==> src/rtl/memory_access_stage.sv <==
// Memory pipeline stage: forwards ALU results, performs aligned byte/half/word
// loads and stores over a req/ack bus, and flags misaligned accesses and timeouts.
module memory_access_stage #(
    parameter int TIMEOUT = 255
) (
    input  logic        clk,
    input  logic        rst,
    input  logic        ex_valid,
    output logic        ex_ready,
    input  logic        ex_mem,
    input  logic [3:0]  ex_op,
    input  logic [31:0] ex_addr,
    input  logic [31:0] ex_wdata,
    input  logic [4:0]  ex_rd,
    input  logic        ex_wen,
    output logic        wb_valid,
    output logic [31:0] wb_data,
    output logic [4:0]  wb_rd,
    output logic        wb_wen,
    output logic        mem_req,
    output logic        mem_we,
    output logic [31:0] mem_addr,
    output logic [3:0]  mem_be,
    output logic [31:0] mem_wdata,
    input  logic [31:0] mem_rdata,
    input  logic        mem_ack,
    output logic        exc_misaligned,
    output logic        exc_bus
);
    typedef enum logic {IDLE, BUS} state_t;

    localparam logic [9:0] TO_LAST = 10'(TIMEOUT - 1);

    state_t      state, state_nx;
    logic [9:0]  tcnt;
    logic        ld_store, ld_unsigned, ld_wen;
    logic [1:0]  ld_size, ld_off;
    logic [4:0]  ld_rd;
    logic        accept, misaligned, done_ack, done_to;

    assign ex_ready = (state == IDLE);
    assign accept   = ex_valid && ex_ready;
    assign done_ack = (state == BUS) && mem_ack;
    assign done_to  = (state == BUS) && !mem_ack && (tcnt == TO_LAST);

    always_comb begin
        misaligned = 1'b0;
        case (ex_op[1:0])
            2'b00:   misaligned = 1'b0;
            2'b01:   misaligned = ex_addr[0];
            default: misaligned = (ex_addr[1:0] != 2'b00);
        endcase
    end

    function automatic logic [3:0] lane_be(input logic [1:0] size, input logic [1:0] off);
        case (size)
            2'b00:   return 4'b0001 << off;
            2'b01:   return off[1] ? 4'b1100 : 4'b0011;
            default: return 4'b1111;
        endcase
    endfunction

    function automatic logic [31:0] lane_wdata(input logic [1:0] size, input logic [31:0] wd);
        case (size)
            2'b00:   return {4{wd[7:0]}};
            2'b01:   return {2{wd[15:0]}};
            default: return wd;
        endcase
    endfunction

    // Shift the addressed lane down to bit 0, then extend to 32 bits.
    function automatic logic [31:0] load_extract(input logic [1:0] size, input logic [1:0] off,
                                                 input logic uns, input logic [31:0] rd);
        logic [31:0] lane;
        lane = rd >> {off, 3'b000};
        case (size)
            2'b00:   return uns ? {24'b0, lane[7:0]}  : {{24{lane[7]}}, lane[7:0]};
            2'b01:   return uns ? {16'b0, lane[15:0]} : {{16{lane[15]}}, lane[15:0]};
            default: return rd;
        endcase
    endfunction

    always_ff @(posedge clk or posedge rst) begin
        if (rst) state <= IDLE;
        else     state <= state_nx;
    end

    always_comb begin
        state_nx = state;
        case (state)
            IDLE:    if (accept && ex_mem && !misaligned) state_nx = BUS;
            BUS:     if (done_ack || done_to) state_nx = IDLE;
            default: state_nx = IDLE;
        endcase
    end

    always_ff @(posedge clk or posedge rst) begin
        if (rst) begin
            wb_valid       <= 1'b0;
            wb_data        <= '0;
            wb_rd          <= '0;
            wb_wen         <= 1'b0;
            mem_req        <= 1'b0;
            mem_we         <= 1'b0;
            mem_addr       <= '0;
            mem_be         <= '0;
            mem_wdata      <= '0;
            exc_misaligned <= 1'b0;
            exc_bus        <= 1'b0;
            tcnt           <= '0;
            ld_store       <= 1'b0;
            ld_unsigned    <= 1'b0;
            ld_wen         <= 1'b0;
            ld_size        <= '0;
            ld_off         <= '0;
            ld_rd          <= '0;
        end else begin
            wb_valid       <= 1'b0;
            exc_misaligned <= 1'b0;
            exc_bus        <= 1'b0;
            if (accept) begin
                if (!ex_mem || misaligned) begin
                    wb_valid       <= 1'b1;
                    wb_data        <= ex_addr;
                    wb_rd          <= ex_rd;
                    wb_wen         <= ex_wen && !ex_mem;
                    exc_misaligned <= ex_mem;
                end else begin
                    ld_store    <= ex_op[3];
                    ld_unsigned <= ex_op[2];
                    ld_size     <= ex_op[1:0];
                    ld_off      <= ex_addr[1:0];
                    ld_rd       <= ex_rd;
                    ld_wen      <= ex_wen;
                    tcnt        <= '0;
                    mem_req     <= 1'b1;
                    mem_we      <= ex_op[3];
                    mem_addr    <= {ex_addr[31:2], 2'b00};
                    mem_be      <= lane_be(ex_op[1:0], ex_addr[1:0]);
                    mem_wdata   <= lane_wdata(ex_op[1:0], ex_wdata);
                end
            end else if (done_ack) begin
                mem_req  <= 1'b0;
                wb_valid <= 1'b1;
                wb_rd    <= ld_rd;
                wb_wen   <= ld_store ? 1'b0 : ld_wen;
                wb_data  <= ld_store ? 32'b0 : load_extract(ld_size, ld_off, ld_unsigned, mem_rdata);
            end else if (done_to) begin
                mem_req  <= 1'b0;
                wb_valid <= 1'b1;
                wb_rd    <= ld_rd;
                wb_wen   <= 1'b0;
                wb_data  <= '0;
                exc_bus  <= 1'b1;
            end else if (state == BUS) begin
                tcnt <= tcnt + 10'd1;
            end
        end
    end
endmodule

==> config.mk <==
export PLATFORM = sky130hd
export DESIGN_NAME = memory_access_stage
export DESIGN_NICKNAME = d
export VERILOG_FILES = /design/src/rtl/memory_access_stage.sv
export SDC_FILE = /design/constraint.sdc
export NUM_CORES = 1
export LEC_CHECK = 0
export ABC_AREA = 1
export CORE_ASPECT_RATIO = 0.5
export CORE_UTILIZATION = 40
export DETAILED_ROUTE_END_ITERATION = 8
export DONT_BUFFER_PORTS = 1
export GPL_ROUTABILITY_DRIVEN = 0
export HOLD_SLACK_MARGIN = 0.08
export PLACE_DENSITY = 0.5
export SYNTH_ARGS = -nofsm -noshare
export SYNTH_HDL_FRONTEND = slang
export SYNTH_SLANG_ARGS = --single-unit
==> constraint.sdc <==
create_clock -name clk -period 11.1 [get_ports clk]
set_input_delay 2.22 -clock clk [delete_from_list [all_inputs] [get_ports clk]]
set_output_delay 2.22 -clock clk [all_outputs]
set_load 0.02 [all_outputs]
* After elaboration in Yosys (flattened, before gate mapping)
Index checks and enable logic that the tools add are counted.
Storage, ports and cells: flip-flop bits (word level) 131, output and inout bits 112
Operators by class: add/sub/neg operators 1, eq/ne operators 7, shift operators 2, muxes and demuxes 40, bitwise logic cells 2, reductions and logical operators 21
Operators by type and width (number):
- 2-to-1 mux 32 bit | 7
- case mux 32 bit (2 select lines) | 2
- 2-to-1 mux 10 bit | 5
- >> shifter 32 x 5 -> 16 bit | 1
- 2-to-1 mux 5 bit | 4
- 2-to-1 mux 1 bit | 18
- adder 10 x 1 -> 10 bit (second input constant) | 1
- == test 10 x 8 -> 1 bit (second input constant) | 1
- case mux 4 bit (2 select lines) | 1
- logical AND 1 bit | 7
- != test 2 bit (second input constant) | 3
- AND reduction 2 bit | 3
- == test 2 x 1 -> 1 bit (second input constant) | 2
- logical NOT 2 bit | 2
- 2-to-1 mux 4 bit | 1
- case mux 1 bit (2 select lines) | 2
- AND reduction 4 bit | 1
- nonzero test 2 bit | 2
- left shift 1 x 2 -> 4 bit (first input constant) | 1
- logical NOT 1 bit | 3
- nonzero test 3 bit | 1
- logical OR 1 bit | 2
- != test 2 x 1 -> 1 bit (second input constant) | 1
- inverter 1 bit | 2

* Logic depth before layout (Yosys ltp)
word-level depth 6, depth in mapped cells 12, depth with buffers taken out 10

* Worst setup path before layout
No wires, ideal clock.
kind input-to-reg, start point input port ex_op[0], end point register mem_wdata[17], arrival 3270 ps, data required time 10980 ps, path slack 7710 ps, cell stages on the path 12, buffers on the path 4, path through buf_2 > nand2_1 > nand2_1 > nand2_2 > nand2_2 > buf_6 > nor2_8 > inv_4 > buf_8 > buf_8 > a21oi_2 > a21oi_2
On the way: cells in the longest elaborated chain, start to end 5, elaborated cells on any way between the ends 7
RTL lines:
- from (decl) | RTL line 11 | input logic [3:0] ex_op,
- == test 2 x 1 -> 1 bit / logical NOT 2 bit (equally long branches) | RTL line 48, 64
- case mux 1 bit (2 select lines) | RTL line 48 | case (ex_op[1:0])
- logical OR 1 bit | RTL line 122 | if (!ex_mem || misaligned) begin
- inverter 1 bit (no line)
- AND reduction 2 bit (no line)
- to (signal assigned) | RTL line 140 | mem_wdata <= lane_wdata(ex_op[1:0], ex_wdata);
- to (decl) | RTL line 24 | output logic [31:0] mem_wdata,
Several ways; a longest one is shown, not always the timed one. A chain may end at the register's enable or synchronous reset.

* Worst setup path after layout
start point input port ex_op[1], end point register wb_data[21]
On the way: cells in the longest elaborated chain, start to end 5, elaborated cells on any way between the ends 6
RTL lines:
- == test 2 x 1 -> 1 bit / logical NOT 2 bit (equally long branches) | RTL line 48
- case mux 1 bit (2 select lines) (*) | RTL line 48
- logical OR 1 bit (*) | RTL line 122
- != test 2 x 1 -> 1 bit (no line) (*)
- AND reduction 2 bit (no line) (*)
- to (signal assigned) | RTL line 124 | wb_data <= ex_addr;
- to (signal assigned) | RTL line 147 | wb_data <= ld_store ? 32'b0 : load_extract(ld_size, ld_off, ld_unsigned, mem_rdata);
- to (decl) | RTL line 17 | output logic [31:0] wb_data,
Every way passes the cells marked *; elsewhere a longest branch is shown, timed or not.

==> run metrics <==
sequential element share of the synthesized area 48.2%; number of buffers added by the clock tree synthesis step 17; pin count of the biggest net entering global routing 84; unrepaired setup endpoints after global routing no; type of origin of the critical path primary input; half-perimeter wire length after placement 13.3 mm; cell at the root of the clock tree sky130_fd_sc_hd__clkbuf_16; instance count of the mapped netlist 888; final hold violations 0; post-detailed-routing wire length 19.1 mm; Site Rows 33; violation count after the first detailed-route iteration 322; die width 186 um; cell area after layout 7360 sq um; most common cell after layout, fill and taps aside sky130_fd_sc_hd__nand2_1; Placed Area 6730 sq um; layout cell share with drive strength beyond 1 7.22%; H-tree lvl count 4; final clock period utilization by the worst path 40.0%; global-route wire length before repair 30.6 mm; overall overflow remaining after global route 0; final count of negative-setup-slack endpoints 0; arrival time at the worst endpoint 4.74 ns; Final Net Count 972; die span in y 94.2 um; clock latency of the later-clocked register in the worst-skew pair 0.42 ns; Total Negative Setup Slacks 0 ns; setup skew after layout 0.00998 ns; worst rel slew slack 33.2%; number of global-route vias before repair 5350; drt drc 0; cell type with the highest occurrence count on the critical path sky130_fd_sc_hd__nand2_2; router iterations before antenna repair 5; FMAX 225 MHz; largest incremental delay on the critical path 0.66 ns; Hold WS 0.477 ns; number of buffers added to fix hold violations after cts 0; post-synthesis sequential element count 131; leading cell types in the layout, fill and taps excluded sky130_fd_sc_hd__nand2_1 (295), sky130_fd_sc_hd__dfrtp_1 (131), sky130_fd_sc_hd__nor2_1 (105); port buffer count 0; post-DR wirelength/cell 17.4 um; non-filler cells in the finished layout 1099; number of antenna violations at the first check in global routing 0; max-capacitance violation count 0; Placed Instances 1067; GRT met2 Usage 34.9%; cts repair resizes 0; data required time at the worst endpoint 11.40 ns; clock tree from TritonCTS done; total power divided by cell area 318 nW/um^2; final count of pins violating max slew 0; endpoint kind of the worst setup timing path flip-flop; kind of cell adding the most delay to the critical path simple AND/OR/NAND/NOR gates; worst-case vdd ir drop 120 uV; Most Crowded Layer GR met2; kind of path behind the tightest hold check flip-flop to flip-flop; count of vias placed by the detailed router 5531; number of top-level design ports 223; post-synthesis average cell area 7.66 sq um; crit path time final 4.44 ns; transition time at the pin with the least slew margin 1.00 ns; CP Cell Sequence clkinv_4 > nand2_1 > nand2_2 > nand2_2 > nor2_8 > inv_4 > nand2_4 > nor2_1 > a21oi_1; Area growth, synth to finish 8.15%; Setup CP Type primary input to flip-flop; starting density of the core 41.2%; Antenna diodes 0; CTS Buffer Depth 2; reported leakage power 3.67 nW; largest driver fanout on the critical path 83; final total power 2.34 mW; area of the die 17600 sq um; ANT nets after route 0; number of distinct library cells after synthesis 39; placeable core area 16500 sq um; total global-route track usage 22.5%; number of sinks handled by clock tree synthesis 131; global-route track usage on met3 9.07%; count of yosys warnings during synthesis 0; WP buf/inv 2; number of vias per cell after detailed routing 5.03; met1 track demand over resource in global routing 29.0%; clock transition at the registers of the reported paths 0.05 ns; Post-CTS Setup Inserts 0; slowest cell on the critical path sky130_fd_sc_hd__inv_4; Mapped Area 6800 sq um; result of the run finished clean
==> cell usage after synthesis <==
cell | count | share of area, %
sky130_fd_sc_hd__o21ai_1 | 21 | 1.5
sky130_fd_sc_hd__clkinv_4 | 1 | 0.13
sky130_fd_sc_hd__inv_1 | 67 | 3.7
sky130_fd_sc_hd__nor3_1 | 3 | 0.22
sky130_fd_sc_hd__nand2_4 | 3 | 0.50
sky130_fd_sc_hd__a31oi_1 | 9 | 0.83
sky130_fd_sc_hd__inv_4 | 1 | 0.092
sky130_fd_sc_hd__nand4_1 | 2 | 0.18
sky130_fd_sc_hd__a21oi_2 | 13 | 1.7
sky130_fd_sc_hd__buf_1 | 1 | 0.055
sky130_fd_sc_hd__nand2_2 | 3 | 0.28
sky130_fd_sc_hd__ha_1 | 2 | 0.37
sky130_fd_sc_hd__conb_1 | 1 | 0.055
sky130_fd_sc_hd__or2_2 | 1 | 0.092
sky130_fd_sc_hd__a21oi_1 | 62 | 4.6
sky130_fd_sc_hd__nor2_2 | 3 | 0.28
sky130_fd_sc_hd__o21ai_0 | 53 | 3.9
sky130_fd_sc_hd__nand3_4 | 1 | 0.26
sky130_fd_sc_hd__a41oi_1 | 1 | 0.13
sky130_fd_sc_hd__nor2_1 | 105 | 5.8
sky130_fd_sc_hd__a32oi_1 | 1 | 0.13
sky130_fd_sc_hd__o21ai_2 | 1 | 0.13
sky130_fd_sc_hd__nor4_1 | 1 | 0.092
sky130_fd_sc_hd__nor2_8 | 1 | 0.29
sky130_fd_sc_hd__xor2_1 | 5 | 0.64
sky130_fd_sc_hd__o211ai_1 | 4 | 0.44
sky130_fd_sc_hd__buf_8 | 2 | 0.44
sky130_fd_sc_hd__o21bai_1 | 1 | 0.11
sky130_fd_sc_hd__dfrtp_1 | 131 | 48
sky130_fd_sc_hd__buf_2 | 9 | 0.66
sky130_fd_sc_hd__nand3b_1 | 1 | 0.11
sky130_fd_sc_hd__clkbuf_1 | 12 | 0.66
sky130_fd_sc_hd__buf_6 | 15 | 2.5
sky130_fd_sc_hd__buf_4 | 11 | 1.2
sky130_fd_sc_hd__nand3_1 | 35 | 2.6
sky130_fd_sc_hd__nand2_1 | 295 | 16
sky130_fd_sc_hd__o22ai_1 | 6 | 0.55
sky130_fd_sc_hd__nand4_2 | 1 | 0.18
sky130_fd_sc_hd__inv_2 | 3 | 0.17
==> layout make-up <==
type	instances	area (sq um)
clock buffer	23	478
clock inverter	9	151
fill	1712	9160
inverter	72	283
multi-input combinational	636	2870
sequential	131	3280
tap	227	284
timing repair buffer	1	7.51
==> flip-flops by register name, indices dropped and copies added, names as in the netlist <==
signal	count
ld_store	1
ld_rd	5
ld_size	2
ld_unsigned	1
exc_misaligned	1
mem_wdata	32
mem_addr	30
mem_be	4
ld_off	2
wb_valid	1
mem_req	1
exc_bus	1
wb_data	32
wb_wen	1
ld_wen	1
tcnt	10
wb_rd	5
state	1
==> metal layers <==
| layer | up-vias | part of all wire (%) |
|---|---|---|
| met4 | 0 | 0.69 |
| met3 | 14 | 9.8 |
| met5 | - | 0 |
| li1 | 2760 | - |
| met1 | 2584 | 45 |
| met2 | 173 | 45 |
==> cell families after synthesis <==
logic type	Yosys count	share of synthesized area, %
DFF	131	48.2
xor gates and xnor gates	5	0.644
adders and majority gates	2	0.368
other	1	0.0551
AOI/OAI and AO/OA	172	14.0
buffers and inverters	122	9.60
and+or+nand+nor	455	27.1
==> power by group <==
group / internal (mW) / switching [mW] / leakage [nW]
Sequential: 0.699 / 0.449 / 1.62
Combinational: 0.202 / 0.381 / 1.75
Clock: 0.393 / 0.213 / 0.307
==> tightest hold or removal path: cells and delay by family, from the launching register on <==
family,cells,cell delay (ns)
AND/OR/NAND/NOR,2,0.10
flip-flops,1,0.34
==> path summary, 6_finish.rpt <==
path | startpoint | to | slack (ns) | cells after the start
max | ex_op[1] | wb_data[21] | 6.66 | 9
min | ld_wen | ld_wen | 0.48 | 2
max reg2reg | state | tcnt[7] | 8.46 | 8
min reg2reg | ld_wen | ld_wen | 0.48 | 2
max in group asynchronous | rst | mem_wdata[23] | 7.98 | 2
min in group asynchronous | rst | mem_addr[31] | 1.73 | 1
==> through the flow <==
stage                     setup slack, ns  utilization, %
after detailed placement             6.08            40.7
after global placement               6.13            40.7
after floorplan                      5.38               -
final                                6.66            44.5
after global routing                 6.23            44.5
after CTS                            6.51            44.5
(Power assumes the default switching activity.)
